**config.mk**
```make
export PLATFORM = sky130hd
export DESIGN_NAME = seq_divider
export DESIGN_NICKNAME = d
export VERILOG_FILES = /design/src/rtl/divider_pkg.sv /design/src/rtl/seq_divider_operand_magnitude.sv /design/src/rtl/seq_divider.sv
export SDC_FILE = /design/constraint.sdc
export NUM_CORES = 1
export LEC_CHECK = 0
export CORE_ASPECT_RATIO = 2
export CORE_MARGIN = 10
export CORE_UTILIZATION = 35
export CTS_CLUSTER_SIZE = 25
export DETAILED_ROUTE_END_ITERATION = 10
export HOLD_SLACK_MARGIN = 0.03
export SYNTH_ARGS = -nofsm -noshare
export SYNTH_HDL_FRONTEND = slang
export SYNTH_SLANG_ARGS = --single-unit
```
**constraint.sdc**
```tcl
create_clock -name clk -period 4.1 [get_ports clk]
set_input_delay 1.23 -clock clk [delete_from_list [all_inputs] [get_ports clk]]
set_output_delay 1.23 -clock clk [all_outputs]
set_load 0.02 [all_outputs]
```
**src/rtl/divider_pkg.sv**
```systemverilog
// Shared types and constants for the sequential restoring divider.
package divider_pkg;

  localparam int DIV_WIDTH = 32;
  localparam int DIV_ITER  = 32;
  localparam logic [DIV_WIDTH-1:0] DBZ_QUOTIENT = 32'hFFFF_FFFF;

  typedef enum logic [1:0] {
    IDLE = 2'b00,
    CALC = 2'b01,
    FIX  = 2'b10
  } div_state_e;

endpackage

```
**src/rtl/seq_divider_operand_magnitude.sv**
```systemverilog
// Conditional two's-complement negate: y = en ? -a : a. Purely combinational.
module operand_magnitude #(
  parameter int WIDTH = 32
) (
  input  logic             en,
  input  logic [WIDTH-1:0] a,
  output logic [WIDTH-1:0] y
);

  assign y = en ? (~a + WIDTH'(1)) : a;

endmodule

```
**src/rtl/seq_divider.sv**
```systemverilog
// Restoring divider, one quotient bit per clock: 34 cycles start-to-done, 2 on divide-by-zero.
// No queueing: start is only taken while busy is low; results hold until the next done.
module seq_divider
  import divider_pkg::*;
#(
  parameter int WIDTH = DIV_WIDTH
) (
  input  logic             clk,
  input  logic             rst,
  input  logic             start,
  input  logic             signed_op,
  input  logic [WIDTH-1:0] dividend,
  input  logic [WIDTH-1:0] divisor,
  output logic             busy,
  output logic             done,
  output logic [WIDTH-1:0] quotient,
  output logic [WIDTH-1:0] remainder,
  output logic             div_by_zero
);

  localparam logic [5:0] CNT_LOAD = 6'(DIV_ITER - 1);

  div_state_e       state_q, state_d;
  logic [5:0]       cnt_q, cnt_d;
  logic [WIDTH:0]   prem_q, prem_d;
  logic [WIDTH-1:0] dq_q, dq_d;
  logic [WIDTH-1:0] dvs_q, dvs_d;
  logic             neg_q_q, neg_q_d;
  logic             neg_r_q, neg_r_d;
  logic             zero_q, zero_d;
  logic             done_q, done_d;
  logic [WIDTH-1:0] quot_q, quot_d;
  logic [WIDTH-1:0] rem_q, rem_d;
  logic             dbz_q, dbz_d;

  logic [WIDTH-1:0] dvd_mag, dvs_mag, q_fixed, r_fixed;
  logic [WIDTH:0]   shifted, diff;
  logic             prem_msb_unused;

  operand_magnitude #(.WIDTH(WIDTH)) u_mag_dividend (
    .en (signed_op & dividend[WIDTH-1]),
    .a  (dividend),
    .y  (dvd_mag)
  );

  operand_magnitude #(.WIDTH(WIDTH)) u_mag_divisor (
    .en (signed_op & divisor[WIDTH-1]),
    .a  (divisor),
    .y  (dvs_mag)
  );

  operand_magnitude #(.WIDTH(WIDTH)) u_fix_quotient (
    .en (neg_q_q),
    .a  (dq_q),
    .y  (q_fixed)
  );

  operand_magnitude #(.WIDTH(WIDTH)) u_fix_remainder (
    .en (neg_r_q),
    .a  (prem_q[WIDTH-1:0]),
    .y  (r_fixed)
  );

  // Partial remainder never exceeds the divisor, so its top bit stays clear between steps.
  assign prem_msb_unused = prem_q[WIDTH];
  assign shifted = {prem_q[WIDTH-1:0], dq_q[WIDTH-1]};
  assign diff    = shifted - {1'b0, dvs_q};

  always_comb begin
    state_d = state_q;
    cnt_d   = cnt_q;
    prem_d  = prem_q;
    dq_d    = dq_q;
    dvs_d   = dvs_q;
    neg_q_d = neg_q_q;
    neg_r_d = neg_r_q;
    zero_d  = zero_q;
    done_d  = 1'b0;
    quot_d  = quot_q;
    rem_d   = rem_q;
    dbz_d   = dbz_q;

    case (state_q)
      IDLE: begin
        if (start) begin
          neg_q_d = signed_op & (dividend[WIDTH-1] ^ divisor[WIDTH-1]);
          neg_r_d = signed_op & dividend[WIDTH-1];
          dvs_d   = dvs_mag;
          prem_d  = '0;
          cnt_d   = CNT_LOAD;
          zero_d  = (divisor == '0);
          // On divide-by-zero the raw dividend is kept so it can be returned unchanged.
          dq_d    = (divisor == '0) ? dividend : dvd_mag;
          state_d = (divisor == '0) ? FIX : CALC;
        end
      end
      CALC: begin
        prem_d = diff[WIDTH] ? shifted : diff;
        dq_d   = {dq_q[WIDTH-2:0], ~diff[WIDTH]};
        if (cnt_q == 6'd0) begin
          state_d = FIX;
        end else begin
          cnt_d = cnt_q - 6'd1;
        end
      end
      FIX: begin
        done_d  = 1'b1;
        dbz_d   = zero_q;
        quot_d  = zero_q ? WIDTH'(DBZ_QUOTIENT) : q_fixed;
        rem_d   = zero_q ? dq_q : r_fixed;
        state_d = IDLE;
      end
      default: state_d = IDLE;
    endcase
  end

  always_ff @(posedge clk) begin
    if (rst) begin
      state_q <= IDLE;
      cnt_q   <= '0;
      prem_q  <= '0;
      dq_q    <= '0;
      dvs_q   <= '0;
      neg_q_q <= 1'b0;
      neg_r_q <= 1'b0;
      zero_q  <= 1'b0;
      done_q  <= 1'b0;
      quot_q  <= '0;
      rem_q   <= '0;
      dbz_q   <= 1'b0;
    end else begin
      state_q <= state_d;
      cnt_q   <= cnt_d;
      prem_q  <= prem_d;
      dq_q    <= dq_d;
      dvs_q   <= dvs_d;
      neg_q_q <= neg_q_d;
      neg_r_q <= neg_r_d;
      zero_q  <= zero_d;
      done_q  <= done_d;
      quot_q  <= quot_d;
      rem_q   <= rem_d;
      dbz_q   <= dbz_d;
    end
  end

  assign busy        = (state_q != IDLE);
  assign done        = done_q;
  assign quotient    = quot_q;
  assign remainder   = rem_q;
  assign div_by_zero = dbz_q;

endmodule

```
==> flow_summary.json, run 1 <==
{
  "synth.yosys.warnings": 0,
  "clock_edge_transition_at_the_registers_on_the_reported_setup_and_hold_paths_ns": 0.07,
  "wl_per_cell_um": 17.16,
  "timing_max_transition_violations_final": 0,
  "timing.hold.worst_endpoint": "div_by_zero",
  "setup_viol_count_final": 0,
  "net_count_after_synthesis": 1503,
  "firstDrtPassIters": 7,
  "layout_cells_sized_above_1_pct": 8.519,
  "cts_made_buffers": 17,
  "critical_path.reg2reg.startpoint": "dq_q[31]",
  "fillerInstances": 3187,
  "finalWorstPathRequiredPeriod_ns": 3.832,
  "detail_route.vias_per_cell": 5.341,
  "synthFlopType": "sky130_fd_sc_hd__dfxtp_1",
  "cts-hold-fix-buffers": 0,
  "cp_data_arrival_time_ns": 4.15,
  "worst-slew-pin-transition_ns": 0.9523,
  "synth_async_sr_flop_share_pct": 0,
  "worstHoldPathType": "reg2reg",
  "vdd_drop_max_v": 0.0003251,
  "critPathLaunchType": "register",
  "finClkSkew_ns": 0.009949,
  "row_count": 91,
  "die_area_um2": 39460,
  "rsz0062_at_grt": "false",
  "hpwlAfterDp_um": 26090,
  "dieHeight_um": 271.1,
  "die_w_um": 145.5,
  "postSynthRegisterBits": 173,
  "worst-path-max-fanout": 24,
  "pre_cts_ws_ns": -0.07916,
  "crit_slowest_cell": "sky130_fd_sc_hd__dfxtp_1",
  "synth.lib_cells_used.distinct": 75,
  "timing.critical_path.cells": "inv_1 -> ha_1 -> fa_1 -> nand2b_1 -> a21oi_1 -> nor3b_1 -> o21ai_0 -> buf_4 -> a21oi_1 -> o2111a_1 -> or3_1 -> buf_12 -> a222oi_1 -> nor2_1",
  "netlist_area_um2": 11030,
  "wirelength_um": 33370,
  "achievable-frequency_ghz": 0.2610,
  "rrSetupSlack_ns": 0.27,
  "clock_sink_count": 173,
  "cap_violations": 0,
  "yosysSeqAreaShare_pct": 31.39,
  "critical_path.reg2reg.endpoint": "dq_q[0]",
  "power_leakage_nw": 4.747,
  "synth.avg_cell_area_um2": 7.903,
  "grt_remaining_overflow": 0,
  "synth-edff-count": 0,
  "power-per-cell-area_nw_per_um2": 330.3,
  "cts_tree": "built",
  "path_common_cell": "sky130_fd_sc_hd__a21oi_1",
  "design.core.area_um2": 30970,
  "routabilityCongestion": 0.9073,
  "run_status": "finished, final reports clean",
  "crit_path_end_kind": "register",
  "worst_hold_path.num_cells": 2,
  "grt_start_max_net_pins": 100,
  "io_buffers": 134,
  "clkPwrFrac_pct": 34.3,
  "initial_core_util_pct": 35.63,
  "grt_pass1_vias": 10270,
  "worst_slew_margin_rel_pct": 36.51,
  "timing.reg2reg.worst_path_depth": 14,
  "power_frac_comb_pct": 23.2,
  "ioPinCount": 135,
  "post_cts.repair.setup_buffers": 0,
  "swShare_pct": 31.64,
  "drt-initial-drc-count": 483,
  "detail_route.drc_violations": 0,
  "p_int_mw": 3.039,
  "finalHoldViolations": 0,
  "area.growth.synth_to_final_pct": 21.99,
  "clock_latency_reported_for_the_late_side_of_the_worst_skew_pair_ns": 0.44,
  "grt_antenna_before_repair": 1,
  "grt_pass1_wl_um": 53230,
  "cp.required_ns": 4.41,
  "clockBufferDepth": 2,
  "num-nets-final": 1620,
  "final_critical_path_setup_slack_ns": 0.2680,
  "via_count": 10390,
  "htree_num_levels": 4,
  "power.sequential.fraction_pct": 42.5,
  "min_from": "div_by_zero",
  "final_min_period_over_clock_period_pct": 93.46,
  "cells_after_synthesis": 1396,
  "critPathKind": "reg2reg",
  "critPathMaxStageDelay_ns": 0.45,
  "post_cts.resized_instances": 0,
  "remaining_antenna_violation_count": 0,
  "cts_root_buf": "sky130_fd_sc_hd__clkbuf_16",
  "grt_use_total_pct": 16.47,
  "total_power_mw": 4.446,
  "switching_power_mw": 1.406
}
metrics by stage:
| stage | instance area, µm² | hold slack, ns | setup TNS, ns | std cells | util [%] |
|---|---|---|---|---|---|
| 6_report | 13460 | 0.4526 | 0 | 1945 | 43.46 |
| 5_1_grt | 13460 | 0.4736 | 0 | 1945 | 43.46 |
| 4_1_cts | 13460 | 0.4561 | 0 | 1944 | 43.45 |
| 3_5_place_dp | 12910 | 0.4464 | -0.8381 | 1912 | 41.69 |
| 3_3_place_gp | 12910 | 0.4451 | -0.1528 | 1912 | 41.69 |
| 2_1_floorplan | 11030 | 0.4319 | 0 | 1396 | - |
worst max path at each step:
stage,to,from,slack [ns]
after floorplan,dq_q[1],divisor[7],0.40
after global placement,dq_q[1],divisor[3],-0.04
after detailed placement,dq_q[27],divisor[3],-0.08
after CTS,dq_q[0],dq_q[31],0.27
after global routing,dq_q[0],dq_q[31],0.11
final,dq_q[0],dq_q[31],0.27
synthesized netlist by cell type (all sizes together) (9+ instances only):
master    n  share of area, %
nand3    16              0.77
o22ai    52               2.9
o31ai    32               2.4
nor3     35               1.6
nand2b   16              0.91
o211ai   10              0.68
nand2   168               5.7
nor2b    12              0.68
mux2i    32               2.9
a21o      9              0.61
buf      17               1.0
a211oi   30               2.0
xnor2    68               5.4
o21ai   112               5.1
o41ai    17               1.6
dfxtp   173                31
nor2    112               3.8
xor2     76               6.0
clkbuf   79               3.3
or3      22               1.4
ha       38               4.3
or4      19               1.5
a22oi    30               2.0
nor4     10              0.57
a21oi    80               3.6
inv      51               1.7
power groups by stage:
stage	clock (mW)	combinational (mW)	sequential, mW
6_report	1.53	1.03	1.89
5_1_grt	1.62	1.14	1.90
4_1_cts	1.57	1.04	1.89
3_5_place_dp	0	1.03	1.93
3_3_place_gp	0	1.02	1.92
2_1_floorplan	0	0.705	1.90
cells by family (layout without fill, tap and decap cells):
family          count (synthesis)  after routing  share of synthesized area [%]
buf+inv                       147            277                          6.067
flops                         173            173                          31.39
simple gates                  445            445                          19.30
other cells                     0              1                              0
mux                            33             33                          3.039
xor+xnor                      144            144                          11.43
fa+ha+maj                      39             39                          4.491
compound gates                415            415                          24.28
registers in the layout, indices dropped and copies added, names as in the netlist:
register     flops
state_q          2
neg_r_q          1
div_by_zero      1
zero_q           1
neg_q_q          1
remainder       32
cnt_q            6
dvs_q           32
prem_q          32
done             1
quotient        32
dq_q            32
routing by layer:
layer	track usage, %	up-vias	wire length, µm
li1	-	5252	-
met1	16.53	4829	12880
met2	31.32	239	17930
met3	2.525	69	974
met4	9.300	0	1593
met5	0	-	0
cell usage in the layout, fill, tap and decap left out, types with 52 or more instances in the layout:
cell	synthesis	final
sky130_fd_sc_hd__nor2_1	112	112
sky130_fd_sc_hd__o21ai_0	110	110
sky130_fd_sc_hd__buf_4	4	59
sky130_fd_sc_hd__a21oi_1	80	80
sky130_fd_sc_hd__o22ai_1	52	52
sky130_fd_sc_hd__clkdlybuf4s50_1	0	133
sky130_fd_sc_hd__nand2_1	168	168
sky130_fd_sc_hd__dfxtp_1	173	172
sky130_fd_sc_hd__xor2_1	76	76
sky130_fd_sc_hd__xnor2_1	68	68
worst max-delay path: cells and delay by family (launching register included):
family                     cells  cell delay, ns
AOI/OAI and AO/OA              5            1.17
adders and majority gates      2            0.69
buffers and inverters          3            0.53
DFF                            1            0.45
and+or+nand+nor                4            0.83
final cells by class:
cell class / instances / area, µm² / area share [%]
inverter: 51 / 191.4 / 1.422
multi-input combinational: 1076 / 6918 / 51.40
tap: 418 / 523.0 / 3.886
clock inverter: 12 / 88.84 / 0.6600
timing repair buffer: 194 / 1814 / 13.48
clock buffer: 20 / 456.7 / 3.393
sequential: 173 / 3465 / 25.74
antenna: 1 / 2.502 / 0.01859
Note: power is estimated with default switching activity, not from simulation.
==> inputs of run 2 (changes only) <==
- CORE_MARGIN: 10 -> unset
==> flow_summary.json, run 2 (same netlist as run 1, synthesis figures left out) <==
{
  "design.core.area_um2": 30970,
  "wl_per_cell_um": 16.52,
  "worst-path-max-fanout": 26,
  "critical_path.reg2reg.endpoint": "dq_q[0]",
  "power-per-cell-area_nw_per_um2": 341.6,
  "achievable-frequency_ghz": 0.2647,
  "cp_data_arrival_time_ns": 4.07,
  "io_buffers": 134,
  "cts-hold-fix-buffers": 0,
  "crit_path_end_kind": "register",
  "finalHoldViolations": 0,
  "hpwlAfterDp_um": 24850,
  "min_from": "dvs_q[31]",
  "wirelength_um": 32030,
  "worstHoldPathType": "reg2reg",
  "grt_antenna_before_repair": 1,
  "grt_remaining_overflow": 0,
  "cap_violations": 0,
  "layout_common_cells": "sky130_fd_sc_hd__dfxtp_1 (172), sky130_fd_sc_hd__nand2_1 (168), sky130_fd_sc_hd__clkdlybuf4s50_1 (133), sky130_fd_sc_hd__nor2_1 (112), sky130_fd_sc_hd__o21ai_0 (110)",
  "timing.hold.worst_endpoint": "dvs_q[31]",
  "worst_hold_path.num_cells": 2,
  "post_cts.resized_instances": 0,
  "rsz0062_at_grt": "false",
  "drt-initial-drc-count": 609,
  "timing_max_transition_violations_final": 0,
  "firstDrtPassIters": 8,
  "setup_viol_count_final": 0,
  "cts_made_buffers": 17,
  "num-nets-final": 1615,
  "worst_slew_margin_rel_pct": 19.34,
  "routabilityCongestion": 0.9387,
  "critical_path.reg2reg.startpoint": "dq_q[31]",
  "critPathKind": "reg2reg",
  "row_count": 91,
  "layout_cells_sized_above_1_pct": 7.895,
  "grt_pass1_vias": 10270,
  "finalWorstPathRequiredPeriod_ns": 3.778,
  "detail_route.drc_violations": 0,
  "detail_route.vias_per_cell": 5.342,
  "area.growth.synth_to_final_pct": 22.06,
  "clock_sink_count": 173,
  "clock_edge_transition_at_the_registers_on_the_reported_setup_and_hold_paths_ns": 0.07,
  "timing.reg2reg.worst_path_depth": 14,
  "worst-slew-pin-transition_ns": 1.210,
  "rrSetupSlack_ns": 0.32,
  "pre_cts_ws_ns": -0.09734,
  "initial_core_util_pct": 35.63,
  "fillerInstances": 3207,
  "grt_use_total_pct": 20.58,
  "final_critical_path_setup_slack_ns": 0.3217,
  "total_power_mw": 4.600,
  "grt_pass1_wl_um": 52490,
  "cts_tree": "built",
  "critPathLaunchType": "register",
  "final_min_period_over_clock_period_pct": 92.15,
  "post_cts.repair.setup_buffers": 0,
  "clock_latency_reported_for_the_late_side_of_the_worst_skew_pair_ns": 0.44,
  "die_area_um2": 32280,
  "run_status": "finished, final reports clean",
  "ioPinCount": 135,
  "finClkSkew_ns": 0.008181,
  "htree_num_levels": 4,
  "cp.required_ns": 4.39,
  "die_w_um": 127.5,
  "grt_start_max_net_pins": 90,
  "dieHeight_um": 253.1,
  "power_leakage_nw": 4.754,
  "clockBufferDepth": 2,
  "remaining_antenna_violation_count": 0,
  "layout.cells.most_common": "sky130_fd_sc_hd__dfxtp_1",
  "vdd_drop_max_v": 0.0003051,
  "via_count": 10360,
  "cts_root_buf": "sky130_fd_sc_hd__clkbuf_16"
}
run 2: changes by cell type in the layout (fill, tap and decap cells not counted), sizes merged:
cell      before  now
bufinv         0    3
clkbuf        20   26
buf           61   56
clkinv         6    1
inv           53   52
clkinvlp       4    0
run 2: worst max-delay path: stages, from the launching register on:
cell                       delay (ns)
sky130_fd_sc_hd__dfxtp_1         0.43
sky130_fd_sc_hd__inv_1           0.16
sky130_fd_sc_hd__ha_1            0.27
sky130_fd_sc_hd__fa_1            0.39
sky130_fd_sc_hd__nand2b_1        0.20
sky130_fd_sc_hd__a21oi_1         0.28
sky130_fd_sc_hd__nor3b_1         0.15
sky130_fd_sc_hd__o21ai_0         0.22
sky130_fd_sc_hd__buf_4           0.17
sky130_fd_sc_hd__a21oi_1         0.08
sky130_fd_sc_hd__o2111a_1        0.25
sky130_fd_sc_hd__or3_1           0.43
sky130_fd_sc_hd__buf_12          0.20
sky130_fd_sc_hd__a222oi_1        0.31
sky130_fd_sc_hd__nor2_1          0.06
run 2: worst max-delay path by stage:
stage | start | endpoint | cells after the start
3_3_place_gp | divisor[3] | dq_q[27] | 11
5_1_grt | dq_q[31] | dq_q[0] | 14
6_report | dq_q[31] | dq_q[0] | 14
2_1_floorplan | divisor[7] | dq_q[1] | 10
4_1_cts | dq_q[31] | dq_q[0] | 14
3_5_place_dp | divisor[3] | dq_q[27] | 11
run 2: report_power, final:
part           internal (mW)  switching [mW]
logic                  0.449           0.575
clock network           1.02           0.663
registers               1.78           0.112
run 2: layout make-up:
class | count | area, µm² | share of cell area [%]
sequential | 173 | 3465 | 25.73
timing repair buffer | 189 | 1764 | 13.10
multi-input combinational | 1076 | 6918 | 51.37
clock inverter | 5 | 103.9 | 0.7712
tap | 418 | 523.0 | 3.884
clock buffer | 26 | 499.2 | 3.707
inverter | 51 | 191.4 | 1.422
antenna | 1 | 2.502 | 0.01858
run 2: metrics by stage:
| stage | cell area (µm²) | TNS [ns] | instances | util, % | hold slack (ns) |
|---|---|---|---|---|---|
| final | 13470 | 0 | 1939 | 43.48 | 0.4546 |
| after global routing | 13470 | 0 | 1939 | 43.48 | 0.4764 |
| after CTS | 13460 | 0 | 1938 | 43.48 | 0.4575 |
| after detailed placement | 12860 | -1.677 | 1907 | 41.53 | 0.4490 |
| after global placement | 12860 | -0.8152 | 1907 | 41.53 | 0.4456 |
| after floorplan | 11030 | 0 | 1396 | - | 0.4319 |
run 2: metal layers:
metal	global-route usage (%)	share of wire, %	vias to the layer above
li1	-	-	5235
met1	20.91	38	4863
met2	40.83	56	210
met3	2.641	2.5	51
met4	8.912	3.5	0
met5	0	0	-
